### config.mk
export PLATFORM = sky130hd
export DESIGN_NAME = keypad_entry
export DESIGN_NICKNAME = d
export VERILOG_FILES = /design/src/rtl/keypad_entry.sv
export SDC_FILE = /design/constraint.sdc
export NUM_CORES = 1
export LEC_CHECK = 0
export CAP_MARGIN = 20
export CORE_MARGIN = 3
export CORE_UTILIZATION = 57
export CTS_CLUSTER_SIZE = 28
export DETAILED_ROUTE_END_ITERATION = 16
export PLACE_DENSITY_LB_ADDON = 0.15
export REMOVE_ABC_BUFFERS = 1
export SYNTH_ARGS = -nofsm -noshare
export SYNTH_HDL_FRONTEND = slang
export SYNTH_SLANG_ARGS = --single-unit
export TNS_END_PERCENT = 1
### constraint.sdc
create_clock -name Clk -period 18.63 [get_ports Clk]
set_clock_uncertainty 0.15 [all_clocks]
set_input_delay 1.863 -clock Clk [delete_from_list [all_inputs] [get_ports Clk]]
set_output_delay 1.863 -clock Clk [all_outputs]
set_load 0.02 [all_outputs]
### src/rtl/keypad_entry.sv
// 4x4 active-low keypad scanner with debounce and decimal entry into a 32-bit value.
// Optional hold-to-repeat is enabled by defining KEYPAD_AUTOREPEAT_EN.
module keypad_entry #(
  parameter int unsigned SCAN_BITS    = 17,
  parameter int unsigned DEBOUNCE_CNT = 4
) (
  input  logic        Clk,
  input  logic        Rst_n,
  input  logic [3:0]  row_in,
  output logic [3:0]  col_out,
  output logic [31:0] Number,
  output logic [31:0] Value,
  output logic        value_valid,
  output logic [3:0]  key_code,
  output logic        key_valid
);

  typedef enum logic [1:0] {SCAN, DEBOUNCE, PRESS, RELEASE} state_t;

  localparam logic [3:0] DEB_LIMIT = 4'(DEBOUNCE_CNT);

  state_t                 state_q, state_d;
  logic [3:0]             row_s1_q, row_s2_q;
  logic [SCAN_BITS-1:0]   div_q;
  logic [3:0]             col_q, col_d;
  logic [1:0]             cap_row_q, cap_row_d;
  logic [3:0]             cnt_q, cnt_d;
  logic [31:0]            number_q, number_d;
  logic [31:0]            value_q, value_d;
  logic [3:0]             digits_q, digits_d;
  logic [3:0]             key_code_q, key_code_d;
  logic                   key_valid_q, key_valid_d;
  logic                   value_valid_q, value_valid_d;
`ifdef KEYPAD_AUTOREPEAT_EN
  logic [5:0]             hold_q, hold_d;
  logic                   rep_q, rep_d;
  logic [5:0]             hold_inc;
`endif

  logic       tick;
  logic       any_low;
  logic [1:0] low_row;
  logic [1:0] col_idx;
  logic [3:0] press_code;
  logic [3:0] cnt_inc;
  logic [31:0] num_x10;

  assign tick    = &div_q;
  assign any_low = ~&row_s2_q;
  assign cnt_inc = cnt_q + 4'd1;
  assign num_x10 = {number_q[28:0], 3'b000} + {number_q[30:0], 1'b0};

  // Lowest low row wins when several rows are pressed together.
  always_comb begin
    low_row = 2'd3;
    if (!row_s2_q[0])      low_row = 2'd0;
    else if (!row_s2_q[1]) low_row = 2'd1;
    else if (!row_s2_q[2]) low_row = 2'd2;
  end

  always_comb begin
    case (col_q)
      4'b1110: col_idx = 2'd0;
      4'b1101: col_idx = 2'd1;
      4'b1011: col_idx = 2'd2;
      default: col_idx = 2'd3;
    endcase
  end

  always_comb begin
    case ({cap_row_q, col_idx})
      4'b00_00: press_code = 4'h1;
      4'b00_01: press_code = 4'h2;
      4'b00_10: press_code = 4'h3;
      4'b00_11: press_code = 4'hA;
      4'b01_00: press_code = 4'h4;
      4'b01_01: press_code = 4'h5;
      4'b01_10: press_code = 4'h6;
      4'b01_11: press_code = 4'hB;
      4'b10_00: press_code = 4'h7;
      4'b10_01: press_code = 4'h8;
      4'b10_10: press_code = 4'h9;
      4'b10_11: press_code = 4'hC;
      4'b11_00: press_code = 4'hE;
      4'b11_01: press_code = 4'h0;
      4'b11_10: press_code = 4'hF;
      default:  press_code = 4'hD;
    endcase
  end

`ifdef KEYPAD_AUTOREPEAT_EN
  assign hold_inc = hold_q + 6'd1;
`endif

  always_comb begin
    state_d       = state_q;
    col_d         = col_q;
    cap_row_d     = cap_row_q;
    cnt_d         = cnt_q;
    number_d      = number_q;
    value_d       = value_q;
    digits_d      = digits_q;
    key_code_d    = key_code_q;
    key_valid_d   = 1'b0;
    value_valid_d = 1'b0;
`ifdef KEYPAD_AUTOREPEAT_EN
    hold_d        = hold_q;
    rep_d         = rep_q;
`endif
    case (state_q)
      SCAN: begin
        if (tick) begin
          if (any_low) begin
            cap_row_d = low_row;
            cnt_d     = '0;
            state_d   = DEBOUNCE;
          end else begin
            col_d = {col_q[2:0], col_q[3]};
          end
        end
      end
      DEBOUNCE: begin
        if (tick) begin
          if (any_low && (low_row == cap_row_q)) begin
            cnt_d = cnt_inc;
            if (cnt_inc == DEB_LIMIT) begin
              state_d = PRESS;
              cnt_d   = '0;
`ifdef KEYPAD_AUTOREPEAT_EN
              hold_d  = '0;
              rep_d   = 1'b0;
`endif
            end
          end else begin
            state_d = SCAN;
            cnt_d   = '0;
          end
        end
      end
      PRESS: begin
        key_valid_d = 1'b1;
        key_code_d  = press_code;
        state_d     = RELEASE;
        cnt_d       = '0;
        if (press_code <= 4'd9) begin
          // A leading zero on an empty entry neither changes the value nor counts as a digit.
          if ((digits_q < 4'd8) && !((press_code == 4'd0) && (number_q == '0))) begin
            number_d = num_x10 + {28'd0, press_code};
            digits_d = digits_q + 4'd1;
          end
        end else begin
          case (press_code)
            4'hA: begin
              number_d = number_q / 32'd10;
              if (digits_q != '0) digits_d = digits_q - 4'd1;
            end
            4'hC: begin
              number_d = '0;
              digits_d = '0;
            end
            4'hF: begin
              value_d       = number_q;
              value_valid_d = 1'b1;
              number_d      = '0;
              digits_d      = '0;
            end
            default: ;
          endcase
        end
      end
      RELEASE: begin
        if (tick) begin
          if (!any_low) begin
            cnt_d = cnt_inc;
`ifdef KEYPAD_AUTOREPEAT_EN
            hold_d = '0;
            rep_d  = 1'b0;
`endif
            if (cnt_inc == DEB_LIMIT) begin
              state_d = SCAN;
              cnt_d   = '0;
            end
          end else begin
            cnt_d = '0;
`ifdef KEYPAD_AUTOREPEAT_EN
            // First repeat after 32 held ticks, then every 8; enter never repeats.
            if ((key_code_q != 4'hF) &&
                ((!rep_q && (hold_inc == 6'd32)) || (rep_q && (hold_inc == 6'd8)))) begin
              state_d = PRESS;
              rep_d   = 1'b1;
              hold_d  = '0;
            end else if (hold_q != 6'h3F) begin
              hold_d = hold_inc;
            end
`endif
          end
        end
      end
      default: state_d = SCAN;
    endcase
  end

  always_ff @(posedge Clk or negedge Rst_n) begin
    if (!Rst_n) begin
      row_s1_q      <= '1;
      row_s2_q      <= '1;
      div_q         <= '0;
      state_q       <= SCAN;
      col_q         <= 4'b1110;
      cap_row_q     <= '0;
      cnt_q         <= '0;
      number_q      <= '0;
      value_q       <= '0;
      digits_q      <= '0;
      key_code_q    <= '0;
      key_valid_q   <= 1'b0;
      value_valid_q <= 1'b0;
`ifdef KEYPAD_AUTOREPEAT_EN
      hold_q        <= '0;
      rep_q         <= 1'b0;
`endif
    end else begin
      row_s1_q      <= row_in;
      row_s2_q      <= row_s1_q;
      div_q         <= div_q + SCAN_BITS'(1);
      state_q       <= state_d;
      col_q         <= col_d;
      cap_row_q     <= cap_row_d;
      cnt_q         <= cnt_d;
      number_q      <= number_d;
      value_q       <= value_d;
      digits_q      <= digits_d;
      key_code_q    <= key_code_d;
      key_valid_q   <= key_valid_d;
      value_valid_q <= value_valid_d;
`ifdef KEYPAD_AUTOREPEAT_EN
      hold_q        <= hold_d;
      rep_q         <= rep_d;
`endif
    end
  end

  assign col_out     = col_q;
  assign Number      = number_q;
  assign Value       = value_q;
  assign value_valid = value_valid_q;
  assign key_code    = key_code_q;
  assign key_valid   = key_valid_q;

endmodule

==> flow_metrics.py <==
metrics = {
    "clock_network": {
        "cts_tree": "yes",
        "post_cts_buffers": 0,
        "clockRootBuffer": "clkbuf_16",
        "numCtsBuffers": 9,
        "cts_sinks": 111,
        "cts_htree_levels": 3,
        "clkTransAtPathRegs_ns": 0.10,
        "cts-resized-gates": 0,
        "clock_latency_ns": 0.37,
        "hold_buffers": 0,
        "clock_tree.buffer_depth": 2,
    },
    "min_path": {
        "min_from": "row_s1_q[2]",
        "whs_path_depth": 0,
        "whs_endpoint": "row_s2_q[2]",
        "hp-class": "reg2reg",
    },
    "timing": {
        "fmax_mhz": 80.54,
        "layout_setup_ws_ns": 6.214,
        "setup_viol": 0,
        "post-route-period-util": 0.6664,
        "slew_viol_final": 0,
        "finalHoldViolations": 0,
        "fin_crit_ns": 12.42,
        "whs_ns": 0.2114,
        "slew_headroom": 0.2944,
        "rsz0062_at_grt": "no",
        "worstMarginPinSlew_ns": 1.058,
        "finalSetupTns_ns": 0,
    },
    "critical_path": {
        "reg2reg_slack_ns": 6.21,
        "path_delay_family": "compound AO/OA/AOI/OAI gates",
        "path_buf_inv": 1,
        "cp-end-kind": "register",
        "r2r_end": "Number[1]",
        "startpoint_type": "register",
        "crit-reg2reg-launch": "Number[27]",
        "reg2reg_depth": 37,
        "critPathArrivalTime_ns": 12.56,
        "cp_slowest_stage_delay_ns": 0.78,
        "worstPathRequired_ns": 18.77,
        "cp_max_fo": 23,
        "worstSetupPathType": "reg2reg",
        "crit_path_top_delay_cell": "dfrtp_1",
    },
    "routing": {
        "ant_nets": 0,
        "wl_um": 32180,
        "via_per_inst": 6.741,
        "drc_errors": 0,
        "dr_total_vias": 11494,
        "drtIter0Drc": 951,
        "routedWlPerCell_um": 18.88,
        "firstDrtPassIters": 6,
    },
    "final_layout": {
        "utilization": 0.6403,
        "drive_gt1_frac": 0.1185,
        "nNetsFinal": 1505,
        "n_antenna_cell": 0,
        "num-fill-cells": 1765,
        "syn_to_final_growth_pct": 9.855,
        "final_cells": 1705,
    },
    "synthesis": {
        "syn-cell-area_um2": 11830,
        "synth_edf_count": 0,
        "syn_inst": 1413,
        "syn_avg_cell_area_um2": 8.374,
        "synth.top_cells.by_count": "nand2_1 (113), dfrtp_1 (100), nor2_1 (99)",
        "synth_seq_cells": 111,
        "yosysWarnings": 0,
        "async_flop_share": 1.000,
        "yosysMostFrequentCell": "nand2_1",
        "dominantRegCellSynth": "dfrtp_1",
        "ys_seq_area_frac": 0.2359,
        "synth.area.top_cells": "dfrtp_1 (21%), ha_1 (7.1%), xnor2_1 (4.1%)",
        "synth_largest_area_cell": "dfrtp_1",
        "yosysUniqueCellTypes": 133,
        "synth_top_area_frac": 0.2115,
    },
    "status": {
        "outcome": "finished, final reports clean",
    },
    "die": {
        "die_h_um": 150.1,
        "start_util": 0.5829,
        "fp.dieArea_um2": 22520,
        "die_w_um": 150.1,
        "num_rows": 52,
        "core_um2": 20300,
        "ios": 80,
    },
    "run": {
        "maxCapViolations": 0,
    },
    "place": {
        "port_buffers": 79,
        "dp_hpwl_um": 22550,
        "dpl.cell_count": 1689,
        "place.gp.congestion": 0.9505,
        "dp_slack_ns": 6.462,
    },
    "grt": {
        "grt_pass1_vias": 10683,
        "grt_pass1_wl_um": 53850,
        "grt_overflow": 0,
        "grtUsageTotal": 0.2871,
        "antenna_found_initial": 0,
        "grt_max_degree": 76,
    },
    "power": {
        "power_density_nw_per_um2": 35.39,
        "p_leak_uw": 0.005372,
        "peakVddDrop_mv": 0.06220,
    },
}
-- worst max path at each step --
stage	from	to	cells after the start	slack, ns
after floorplan	Number[27]	Number[1]	35	7.63
after global placement	Number[27]	Number[1]	36	6.72
after detailed placement	Number[27]	Number[1]	36	6.46
after CTS	Number[27]	Number[1]	36	6.44
after global routing	Number[27]	Number[1]	37	5.22
final	Number[27]	Number[1]	37	6.21
-- stage by stage --
stage | cell area (um^2) | total power (uW)
floorplan | 11440 | 248.0
global placement | 12680 | 254.4
detailed placement | 12680 | 254.6
CTS | 13000 | 462.7
global route | 13000 | 472.1
finish | 13000 | 460.1
-- metal layers --
layer	vias up	global-route usage	share of wire
met5	-	0	0
met4	0	0.08692	0.019
met3	57	0.03180	0.065
met2	463	0.4564	0.46
met1	5524	0.4114	0.46
li1	5450	-	-
-- cells by family after synthesis --
family                     count (synthesis)  synth area share
xor gates and xnor gates                  70           0.05530
buffers and inverters                    156           0.05520
adders and majority gates                 72           0.07687
AOI/OAI and AO/OA                        476            0.3058
and+or+nand+nor                          459            0.2062
muxes                                     69           0.06471
DFF                                      111            0.2359
-- cell usage in the layout (no fill, tap or decap), types with 22 or more instances in the layout --
cell / n
a21oi_1: 74
o22ai_1: 30
clkdlybuf4s50_1: 78
o211ai_1: 25
inv_1: 60
ha_1: 67
nand2_1: 113
nor2_1: 99
dfrtp_1: 100
xnor2_1: 56
nand3_1: 58
nor3_1: 41
mux2i_1: 22
o21bai_1: 22
o21ai_0: 70
mux2_2: 43
-- state kept, by name, summed over array words and instances, names as in the netlist, named ones only --
register     cells
digits_q         4
cnt_q            4
state_q          1
row_s1_q         4
Number          32
Value           32
key_valid        1
col_out          4
div_q           17
cap_row_q        2
row_s2_q         4
value_valid      1
key_code         4
-- worst reg2reg max path, delay by kind of cell (launching register included) --
family	cells	cell delay, ns
compound gates	21	6.31
xor+xnor	1	0.19
buf+inv	1	0.21
flops	1	0.78
mux	3	1.01
simple gates	11	3.70
-- cell type report --
type                            count  area, um^2  share of cell area
Sequential cell                   111        2791              0.2147
Inverter                           69       259.0             0.01992
Clock buffer                        9       225.2             0.01733
Tap cell                          270       337.8             0.02599
Multi-Input combinational cell   1146        8398              0.6461
Timing Repair Buffer               93       893.4             0.06873
Clock inverter                      7       93.84            0.007219
-- where the power goes --
group          total (uW)  leakage [uW]  switching (uW)  internal, uW
clock network         211      0.000154             113          97.8
logic                6.58       0.00372            5.35          1.22
registers             243       0.00150           0.572           242
Power figures use the tool's default switching activity.
